==> src/rtl/div_pkg.sv <==
// Shared types and constants for the 32-bit restoring divider.
package div_pkg;

  localparam int DATA_W    = 32;
  localparam int CNT_W     = 6;
  localparam int DIV_ITERS = 32;

  typedef enum logic [1:0] {
    IDLE = 2'd0,
    RUN  = 2'd1,
    FIX  = 2'd2
  } state_e;

  function automatic logic [DATA_W-1:0] twos_neg(input logic [DATA_W-1:0] v);
    return ~v + {{(DATA_W-1){1'b0}}, 1'b1};
  endfunction

endpackage

==> src/rtl/div_step.sv <==
// One combinational restoring-division iteration on the {rem, quo} pair.
module div_step
  import div_pkg::*;
(
  input  logic [DATA_W-1:0] rem_i,
  input  logic [DATA_W-1:0] quo_i,
  input  logic [DATA_W-1:0] divisor_i,
  output logic [DATA_W-1:0] rem_o,
  output logic [DATA_W-1:0] quo_o
);

  logic [DATA_W:0] shifted_s;
  logic [DATA_W:0] trial_s;

  // Shift in the next dividend bit and keep the difference when it does not borrow.
  always_comb begin
    shifted_s = {rem_i, quo_i[DATA_W-1]};
    trial_s   = shifted_s - {1'b0, divisor_i};
    if (!trial_s[DATA_W]) begin
      rem_o = trial_s[DATA_W-1:0];
      quo_o = {quo_i[DATA_W-2:0], 1'b1};
    end else begin
      rem_o = shifted_s[DATA_W-1:0];
      quo_o = {quo_i[DATA_W-2:0], 1'b0};
    end
  end

endmodule

==> src/rtl/div_unit.sv <==
// Multicycle signed 32-bit divider: lo_out = quotient, hi_out = remainder.
// Define DIV_UNSIGNED_EN to add the is_unsigned port for DIVU semantics.
module div_unit #(
  parameter int DATA_W = 32
) (
  input  logic              clk,
  input  logic              reset,
  input  logic              start,
  input  logic [DATA_W-1:0] dividend,
  input  logic [DATA_W-1:0] divisor,
`ifdef DIV_UNSIGNED_EN
  input  logic              is_unsigned,
`endif
  output logic              busy,
  output logic              done,
  output logic              dzero,
  output logic [DATA_W-1:0] hi_out,
  output logic [DATA_W-1:0] lo_out
);

  import div_pkg::*;

  state_e                 state_q;
  logic [CNT_W-1:0]       cnt_q;
  logic [DATA_W-1:0]      rem_q, quo_q, dvs_q;
  logic [DATA_W-1:0]      rem_d, quo_d;
  logic [DATA_W-1:0]      hi_q, lo_q;
  logic                   neg_quo_q, neg_rem_q;
  logic                   busy_q, done_q, dzero_q;

  logic                   signed_mode_s;
  logic                   dvd_neg_s, dvs_neg_s;
  logic [DATA_W-1:0]      dvd_mag_s, dvs_mag_s;

  div_step u_step (
    .rem_i     (rem_q),
    .quo_i     (quo_q),
    .divisor_i (dvs_q),
    .rem_o     (rem_d),
    .quo_o     (quo_d)
  );

  // Operand magnitudes and signs as seen on the accepting edge.
  always_comb begin
    signed_mode_s = 1'b1;
`ifdef DIV_UNSIGNED_EN
    signed_mode_s = ~is_unsigned;
`endif
    dvd_neg_s = signed_mode_s & dividend[DATA_W-1];
    dvs_neg_s = signed_mode_s & divisor[DATA_W-1];
    dvd_mag_s = dvd_neg_s ? twos_neg(dividend) : dividend;
    dvs_mag_s = dvs_neg_s ? twos_neg(divisor) : divisor;
  end

  // Control FSM with registered status and results.
  always_ff @(posedge clk) begin
    if (reset) begin
      state_q   <= IDLE;
      cnt_q     <= '0;
      rem_q     <= '0;
      quo_q     <= '0;
      dvs_q     <= '0;
      hi_q      <= '0;
      lo_q      <= '0;
      neg_quo_q <= 1'b0;
      neg_rem_q <= 1'b0;
      busy_q    <= 1'b0;
      done_q    <= 1'b0;
      dzero_q   <= 1'b0;
    end else begin
      done_q  <= 1'b0;
      dzero_q <= 1'b0;
      case (state_q)
        IDLE: begin
          if (start) begin
            if (divisor == '0) begin
              done_q  <= 1'b1;
              dzero_q <= 1'b1;
            end else begin
              rem_q     <= '0;
              quo_q     <= dvd_mag_s;
              dvs_q     <= dvs_mag_s;
              neg_quo_q <= dvd_neg_s ^ dvs_neg_s;
              neg_rem_q <= dvd_neg_s;
              cnt_q     <= '0;
              busy_q    <= 1'b1;
              state_q   <= RUN;
            end
          end
        end
        RUN: begin
          rem_q <= rem_d;
          quo_q <= quo_d;
          cnt_q <= cnt_q + {{(CNT_W-1){1'b0}}, 1'b1};
          if (cnt_q == CNT_W'(DIV_ITERS - 1)) begin
            state_q <= FIX;
          end
        end
        FIX: begin
          lo_q    <= neg_quo_q ? twos_neg(quo_q) : quo_q;
          hi_q    <= neg_rem_q ? twos_neg(rem_q) : rem_q;
          done_q  <= 1'b1;
          busy_q  <= 1'b0;
          state_q <= IDLE;
        end
        default: begin
          busy_q  <= 1'b0;
          state_q <= IDLE;
        end
      endcase
    end
  end

  assign busy   = busy_q;
  assign done   = done_q;
  assign dzero  = dzero_q;
  assign hi_out = hi_q;
  assign lo_out = lo_q;

endmodule

==> config.mk <==
export PLATFORM = sky130hd
export DESIGN_NAME = div_unit
export DESIGN_NICKNAME = d
export VERILOG_FILES = /design/src/rtl/div_pkg.sv /design/src/rtl/div_step.sv /design/src/rtl/div_unit.sv
export SDC_FILE = /design/constraint.sdc
export NUM_CORES = 1
export LEC_CHECK = 0
export CAP_MARGIN = 15
export CORE_MARGIN = 2
export CORE_UTILIZATION = 58
export CTS_CLUSTER_SIZE = 28
export DETAILED_ROUTE_END_ITERATION = 12
export DONT_BUFFER_PORTS = 1
export PLACE_DENSITY = 0.75
export SYNTH_ARGS = -nofsm -noshare
export SYNTH_HDL_FRONTEND = slang
export SYNTH_SLANG_ARGS = --single-unit
==> constraint.sdc <==
create_clock -name clk -period 3.3 [get_ports clk]
set_clock_uncertainty 0.15 [all_clocks]
set_input_delay 0.165 -clock clk [delete_from_list [all_inputs] [get_ports clk]]
set_output_delay 0.165 -clock clk [all_outputs]
set_load 0.02 [all_outputs]
## Word-level counts from Yosys, hierarchy flattened

Index checks and enable logic that the tools add are counted.

- Logic and storage cells: 65
- Bits in registers: 173
- Output and inout port bits: 67
- Bits of input ports: 67

- Eq/ne operators: 6
- Add/subtract/negate cells: 6
- Bitwise logic cells: 8
- Muxes and demuxes: 25
- Reductions and logical operators: 8

Operator list:

| kind | count |
|---|---|
| $mux W32 | 9 |
| $add A32 B1 Y32 const B | 4 |
| $not A32 Y32 | 4 |
| $pmux W32 S2 | 2 |
| $sub A33 B32 Y33 | 1 |
| $logic_not A32 Y1 | 1 |
| $mux W6 | 2 |
| $pmux W6 S2 | 1 |
| $reduce_and A3 Y1 | 4 |
| $add A6 B1 Y6 const B | 1 |
| $eq A6 B5 Y1 const B | 1 |
| $mux W2 | 3 |
| $ne A2 B2 Y1 const B | 3 |
| $mux W1 | 5 |
| $pmux W1 S2 | 2 |
| $pmux W2 S2 | 1 |
| $not A1 Y1 | 3 |
| $eq A2 B1 Y1 const B | 1 |
| $eq A2 B2 Y1 const B | 1 |
| $logic_not A2 Y1 | 1 |
| $reduce_bool A2 Y1 | 1 |
| $reduce_or A2 Y1 | 1 |
| $xor A1 B1 Y1 | 1 |

## Longest topological paths before layout

Gate-level depths: netlist (run 1).

- Word-level depth: 6
- Gate-level depth with buffers: 15
- Gate-level depth less buffers: 13

## By module

Synthesis (run 1) repeated with hierarchy kept, for this count alone.

- Cell total of the unflattened synthesis: 1,347
- Area total of the unflattened synthesis: 11,129.4 µm²

By module, submodules not included:

| module | instances | area an instance (µm²) | cells an instance | seq. area each (µm²) |
|---|---|---|---|---|
| div_unit | 1 | 8,640.8 | 1,005 | 3,463.3 |
| div_step | 1 | 2,488.6 | 342 | 0.0 |

## Worst setup path after synthesis (run 1)

OpenSTA, ideal clock, no wires.

- Path type: register to register
- Start: reg quo_q[31]
- End: reg quo_q[0]
- Data arrival time: 3,020 ps
- Stages on the path, launching flop included: 16
- Data required time: 3,022 ps
- Setup time: 128 ps
- Clock period less this slack: 3,298 ps
- Slack: 2 ps
- Buffers on the path: 2
- Cells stage by stage: dfxtp_1 -> inv_1 -> ha_1 -> fa_1 -> nand2b_1 -> a21oi_1 -> o311ai_1 -> a21oi_1 -> a211oi_1 -> o21ai_1 -> xnor2_1 -> buf_2 -> buf_1 -> nor2_1 -> a221oi_1 -> nor2_1

- Cells in the longest elaborated chain, start to end: 3

Ends and longest elaborated chain:

| what | RTL line | RTL |
|---|---|---|
| from (decl) | div_unit.sv:25 | `logic [DATA_W-1:0] rem_q, quo_q, dvs_q;` |
| from (signal assigned) | div_unit.sv:81 | `quo_q <= dvd_mag_s;` |
| from (signal assigned) | div_unit.sv:93 | `quo_q <= quo_d;` |
| $sub A33 B32 Y33 | div_step.sv:18 | `trial_s = shifted_s - {1'b0, divisor_i};` |
| $mux W1 | div_step.sv:19 | `if (!trial_s[DATA_W]) begin` |
| $pmux W32 S2 | div_unit.sv:73 | `case (state_q)` |

No other way between the ends.
A chain may end at the register's enable or synchronous reset.

## Worst setup path after layout (run 1)

- Start: reg dvs_q[4]
- End: reg rem_q[6]

- Cells in the longest elaborated chain, start to end: 3

Ends and longest elaborated chain:

| what | RTL line | RTL |
|---|---|---|
| from (decl) | div_unit.sv:25 |  |
| from (signal assigned) | div_unit.sv:82 | `dvs_q <= dvs_mag_s;` |
| $sub A33 B32 Y33 | div_step.sv:18 |  |
| $mux W32 | div_step.sv:19 |  |
| $pmux W32 S2 | div_unit.sv:73 |  |
| to (signal assigned) | div_unit.sv:92 | `rem_q <= rem_d;` |
| to (decl) | div_unit.sv:25 |  |

No other way between the ends.

==> results of run 1 <==
==> repair_timing <==
item,in CTS,in global routing
endpoints found under the setup margin,33,40
gates cloned,0,2
buffers inserted,1,7
resized for setup,5,44
pin swaps,2,13
endpoints found under the hold margin,149,0
hold buffers,99,0
==> how the worst max path moves through the flow <==
stage | from | endpoint | slack, ns
CTS | quo_q[31]$_SDFFE_PP0P_ | rem_q[20]$_SDFFE_PP0P_ | 0.008
floorplan | quo_q[31]$_SDFFE_PP0P_ | quo_q[0]$_SDFFE_PP0P_ | 0.002
global placement | quo_q[31]$_SDFFE_PP0P_ | rem_q[1]$_SDFFE_PP0P_ | -0.02
detailed placement | quo_q[31]$_SDFFE_PP0P_ | rem_q[28]$_SDFFE_PP0P_ | -0.23
global route | quo_q[31]$_SDFFE_PP0P_ | rem_q[17]$_SDFFE_PP0P_ | -0.08
finish | dvs_q[4]$_SDFFE_PP0P_ | rem_q[6]$_SDFFE_PP0P_ | 0.04
==> worst reg2reg max path: cells and delay by family, from the launching register on <==
kind            cells  cell delay [ns]
fa+ha+maj           1             0.24
flops               1             0.31
simple gates        1             0.05
compound gates      7             1.20
buf+inv             4             0.72
xor+xnor            1             0.43
==> synthesized netlist by cell type (14+ instances only) <==
cell type  number  share of area (%)
xor2_1         96                8.0
nor2_1        140                5.0
inv_1          51                1.8
dfxtp_1       173                 33
a22oi_1        30                2.1
xnor2_1        51                4.2
o21ai_0        76                3.6
nand2_1       129                4.6
o31ai_1        32                2.3
a21oi_1        80                3.8
nand2b_1       14               0.83
a211oi_1       95                6.8
clkbuf_1       62                2.2
or3_1          19                1.1
ha_1           37                4.4
==> power breakdown <==
group          total, mW  internal (mW)  switching [mW]
logic               4.28           2.10            2.18
clock network       2.07           1.10           0.966
registers           2.42           2.23           0.198
total               8.77           5.43            3.34
==> routing by layer <==
metal  global-route usage [%]  routed length, um  share of wire, %  vias up
li1                         -                  -                 -     4980
met1                    44.09              13800                45     4779
met2                    45.36              13480                44      493
met3                    6.941               2877               9.3       59
met4                    8.453                619               2.0        0
met5                        0                  0                 0        -
==> through the flow <==
| stage | total power [mW] | setup slack [ns] | util [%] |
|---|---|---|---|
| 4_1_cts | 8.262 | 0.008035 | 71.31 |
| 2_1_floorplan | 4.925 | 0.001898 | - |
| 6_report | 8.774 | 0.03892 | 73.21 |
| 3_3_place_gp | 5.856 | -0.02473 | 62.00 |
| 5_1_grt | 9.254 | -0.08265 | 73.21 |
| 3_5_place_dp | 5.936 | -0.2284 | 62.00 |
==> placed cells by master, fill, tap and decap left out, types with 15 or more instances in the layout <==
cell type,n
or3_1,15
dlygate4sd3_1,98
o31ai_1,32
inv_1,51
dfxtp_1,168
nand2_1,128
xor2_1,95
nor2_1,138
xnor2_1,50
buf_4,79
a21oi_1,77
a22oi_1,30
clkbuf_16,19
a211oi_1,89
ha_1,32
o21ai_0,74
==> flip-flops by register name, indices dropped and copies added (netlist names), 2 cells and up <==
signal / cells
cnt_q: 6
dvs_q: 32
hi_out: 32
lo_out: 32
quo_q: 32
rem_q: 32
state_q: 2
==> logic make-up after synthesis <==
family	count (synthesis)	synth area share [%]
AOI/OAI and AO/OA	404	25.90
xor gates and xnor gates	147	12.25
adders and majority gates	38	4.594
buffers and inverters	128	5.093
DFF	173	32.94
muxes	9	0.8569
and+or+nand+nor	404	18.37
==> area by class of cell <==
class / instances / area [um2] / area share, %
multi-input combinational: 1002 / 6800 / 51.89
sequential: 173 / 3470 / 26.47
timing repair buffer: 186 / 1754 / 13.38
clock buffer: 18 / 439.2 / 3.351
tap: 229 / 286.5 / 2.186
inverter: 51 / 191.4 / 1.461
clock inverter: 14 / 165.2 / 1.260
==> impl_metrics.ini, run 1 <==
[critical_path]
cp_cell_sequence = inv_1, ha_4, a21o_1, o311ai_4, a21oi_2, a211oi_2, buf_4, o21ai_4, buf_12, xnor2_4, clkbuf_16, nor2_1, a21oi_1, o21ai_0
end_kind = flop
cp.arrival_ns = 3.40
rr_worst_depth = 14
cp_max_fo = 8
crit_type = flop to flop
cp_slowest_stage_delay_ns = 0.43
cp.required_ns = 3.44
timing.rr.start = dvs_q[4]$_SDFFE_PP0P_
reg2reg_to = rem_q[6]$_SDFFE_PP0P_
cp_top_family = compound AO/OA/AOI/OAI gates
start_kind = flop
path_buf_inv = 4
critical_path.slowest_cell = xnor2_4
reg2reg_setup_slack_ns = 0.04
path_depth = 14

[power]
power.density_nw_per_um2 = 669.5
power.static_leakage_nw = 5.030
irDropWorstVdd_mv = 0.5900

[global_route]
grt_pass1_wl_um = 48470
grt_pass1_vias = 9637
grt.overflow.total = 0
grt_max_degree = 141
grtUsageTotal_pct = 30.34
antenna_found_initial = 1

[layout]
final_layout_size_suffix_gt1_share_pct = 12.47
nets = 1536
fillers = 1320
area_delta_synth_final_pct = 24.66
n_antenna_cell = 0
final_area_um2 = 13110
final_cells = 1673

[sta]
slew_headroom_pct = 24.65
rsz0062_at_grt = true
finalSetupViolations = 0
hold_ws_ns = 0.0001388
finalCritPeriodShare_pct = 98.82
timing.fmax_mhz = 306.6
tightestPinTransition_ns = 1.129
fin_crit_ns = 3.261
slew_viol_final = 0
finalHoldViolCount = 0
finalSetupTns_ns = 0

[drt]
drt_iter0_drc = 900
drtAntennaViolNets = 0
drc_errors = 0
wl_um = 30780
drtPass1Iterations = 6
post_drt_wl_per_cell_um = 18.40
vias = 10310
via_per_inst = 6.163

[synth]
yosysWarnings = 0
synth_edf_count = 0
syn_inst = 1303
ys.flop_type = dfxtp_1
ys_seq_area_share_pct = 32.94
post_synth.cell_area_avg_um2 = 8.069
synthArstFlopShare_pct = 0
ys_ff_latch = 173
syn_nets = 1408
ys_types = 69
syn_area_um2 = 10510

[job]
maxCapViolCount = 0

[clocking]
cts_tree = built
root_buffer = clkbuf_16
clk_latency_ns = 0.45
numCtsBuffers = 17
clockBufferDepth = 2
clkSlewWorstSetupHoldPaths_ns = 0.07
cts_sinks = 173
cts-htree-levels = 4

[floorplanning]
io_pins = 134
row_count = 49
chipWidth_um = 138.6
dieArea_um2 = 19220
coreArea_um2 = 17900
initial_core_util_pct = 58.73
fp.dieH_um = 138.6

[placement]
globalplace.congestion = 0.9135
place_area_um2 = 11100
dpl.hpwl_um = 19890
io_buffers = 0
dp_cells = 1532

[min_path]
hold_class = input port to flop
holdPathStages = 4
whs_endpoint = dvs_q[6]$_SDFFE_PP0P_
hp-start = divisor[5]

[status]
status = finished, final reports clean
(Power assumes the default switching activity.)
==> inputs of run 2 (changes only) <==
==> constraint.sdc (replaced) <==
create_clock -name clk -period 3.3 [get_ports clk]
set_clock_uncertainty 0.15 [all_clocks]
set_input_delay 0.495 -clock clk [delete_from_list [all_inputs] [get_ports clk]]
set_output_delay 0.495 -clock clk [all_outputs]
set_load 0.02 [all_outputs]
==> impl_metrics.ini, run 2 (synthesis results as in run 1) <==
[drt]
drtAntennaViolNets = 0
drtPass1Iterations = 5
via_per_inst = 6.120
drc_errors = 0
drt_iter0_drc = 858
post_drt_wl_per_cell_um = 17.72
vias = 9553
wl_um = 27650

[global_route]
grt_max_degree = 66
globalRouteMet2Util_pct = 39.21
grt_pass1_vias = 8584
top_usage_layer = met1
grtUsageTotal_pct = 27.83
grt.overflow.total = 0
grt_pass1_wl_um = 44060
antenna_found_initial = 0
grt_util_met3_pct = 7.804
use_met1_pct = 42.45

[power]
power.static_leakage_nw = 4.484
power.density_nw_per_um2 = 680.7
power.total_mw = 8.027
irDropWorstVdd_mv = 0.5340

[sta]
slew_viol_final = 0
slew_headroom_pct = 27.37
fin_crit_ns = 3.195
finalCritPeriodShare_pct = 96.83
finalSetupViolations = 0
timing.fmax_mhz = 313.0
finalHoldViolCount = 0
hold_ws_ns = 0.07297
tightestPinTransition_ns = 1.088

[critical_path]
critical_path.slowest_cell = or4_1
crit_top_cell = or3_4
cp_cell_sequence = or3_4, nor2_4, nand4_4, or4_4, or4_1, or3_4, o31ai_2, xor2_1, a211oi_1
cp_max_fo = 4
cp_top_family = simple AND/OR/NAND/NOR gates
crit_type = flop to flop
cp.arrival_ns = 3.33
cp_slowest_stage_delay_ns = 0.51
end_kind = flop
path_buf_inv = 0
cp.required_ns = 3.44
start_kind = flop

[layout]
register_area_um2 = 3467
final_area_um2 = 11790
final_layout_size_suffix_gt1_share_pct = 11.11
nets = 1426
multi_input_area_um2 = 6678
n_antenna_cell = 0
final_common_cell = dfxtp_1
fillers = 1527
area_delta_synth_final_pct = 12.16
final_cell_mix = dfxtp_1, nor2_1, nand2_1

[placement]
dpl.hpwl_um = 19550
io_buffers = 0
globalplace.congestion = 0.9488
place_area_um2 = 11030

[clocking]
clk_latency_ns = 0.43
numCtsBuffers = 17
cts_sinks = 173
cts-htree-levels = 4
cts_tree = built
clkSlewWorstSetupHoldPaths_ns = 0.07
clockBufferDepth = 2
root_buffer = clkbuf_16

[floorplanning]
chipWidth_um = 138.6
row_count = 49
dieArea_um2 = 19220
initial_core_util_pct = 58.73
io_pins = 134
coreArea_um2 = 17900
fp.dieH_um = 138.6

[status]
status = finished, final reports clean

[min_path]
hold_class = input port to flop

[job]
maxCapViolCount = 0
## run 2: layer usage
| metal | wire, um | vias to the layer above |
|---|---|---|
| met2 | 11440 | 372 |
| met5 | 0 | - |
| met3 | 2716 | 27 |
| met4 | 259 | 0 |
| met1 | 13240 | 4395 |
| li1 | - | 4759 |
## run 2: metrics by stage
stage	utilization [%]	setup slack (ns)	TNS (ns)	std cells
after floorplan	-	0.001898	0	1303
after global placement	61.59	0.04690	0	1524
after detailed placement	61.59	0.001706	0	1524
after CTS	65.06	0.02307	0	1560
after global routing	65.87	-0.01689	-0.03284	1561
final	65.87	0.1047	0	1561
## run 2: timing repair
item | CTS | global route
gates resized for setup | 1 | 27
hold buffers | 6 | 0
gates cloned | 0 | 1
pin swaps | 0 | 3
setup endpoints to repair | 1 | 33
buffers inserted | 0 | 0
endpoints found under the hold margin | 53 | 0
## run 2: where the power goes
part / switching, mW / total (mW) / internal [mW]
clock: 0.869 / 1.88 / 1.01
sequential: 0.205 / 2.43 / 2.23
combinational: 2.00 / 3.71 / 1.71
total: 3.08 / 8.03 / 4.95
## run 2: worst paths after layout
check	from	cells past startpoint	slack [ns]	to
max reg2reg	rem_q[10]$_SDFFE_PP0P_	9	0.10	hi_out[28]$_SDFFE_PP0P_
min reg2reg	dvs_q[23]$_SDFFE_PP0P_	2	0.35	dvs_q[23]$_SDFFE_PP0P_
max	rem_q[10]$_SDFFE_PP0P_	9	0.10	hi_out[28]$_SDFFE_PP0P_
min	divisor[0]	2	0.07	dvs_q[0]$_SDFFE_PP0P_
## run 2: layout make-up
type                            instances  share of cell area, %
Clock buffer                           20                  3.873
Clock inverter                         10                 0.6897
Inverter                               51                  1.623
Timing Repair Buffer                   76                  5.358
Tap cell                              229                  2.430
Sequential cell                       173                  29.40
Multi-Input combinational cell       1002                  56.63
## run 2: worst reg2reg max path, cell delays in order (launching register included)
cell,delay [ns]
dfxtp_1,0.35
or3_4,0.41
nor2_4,0.13
nand4_4,0.12
or4_4,0.45
or4_1,0.51
or3_4,0.42
o31ai_2,0.23
xor2_1,0.20
a211oi_1,0.09
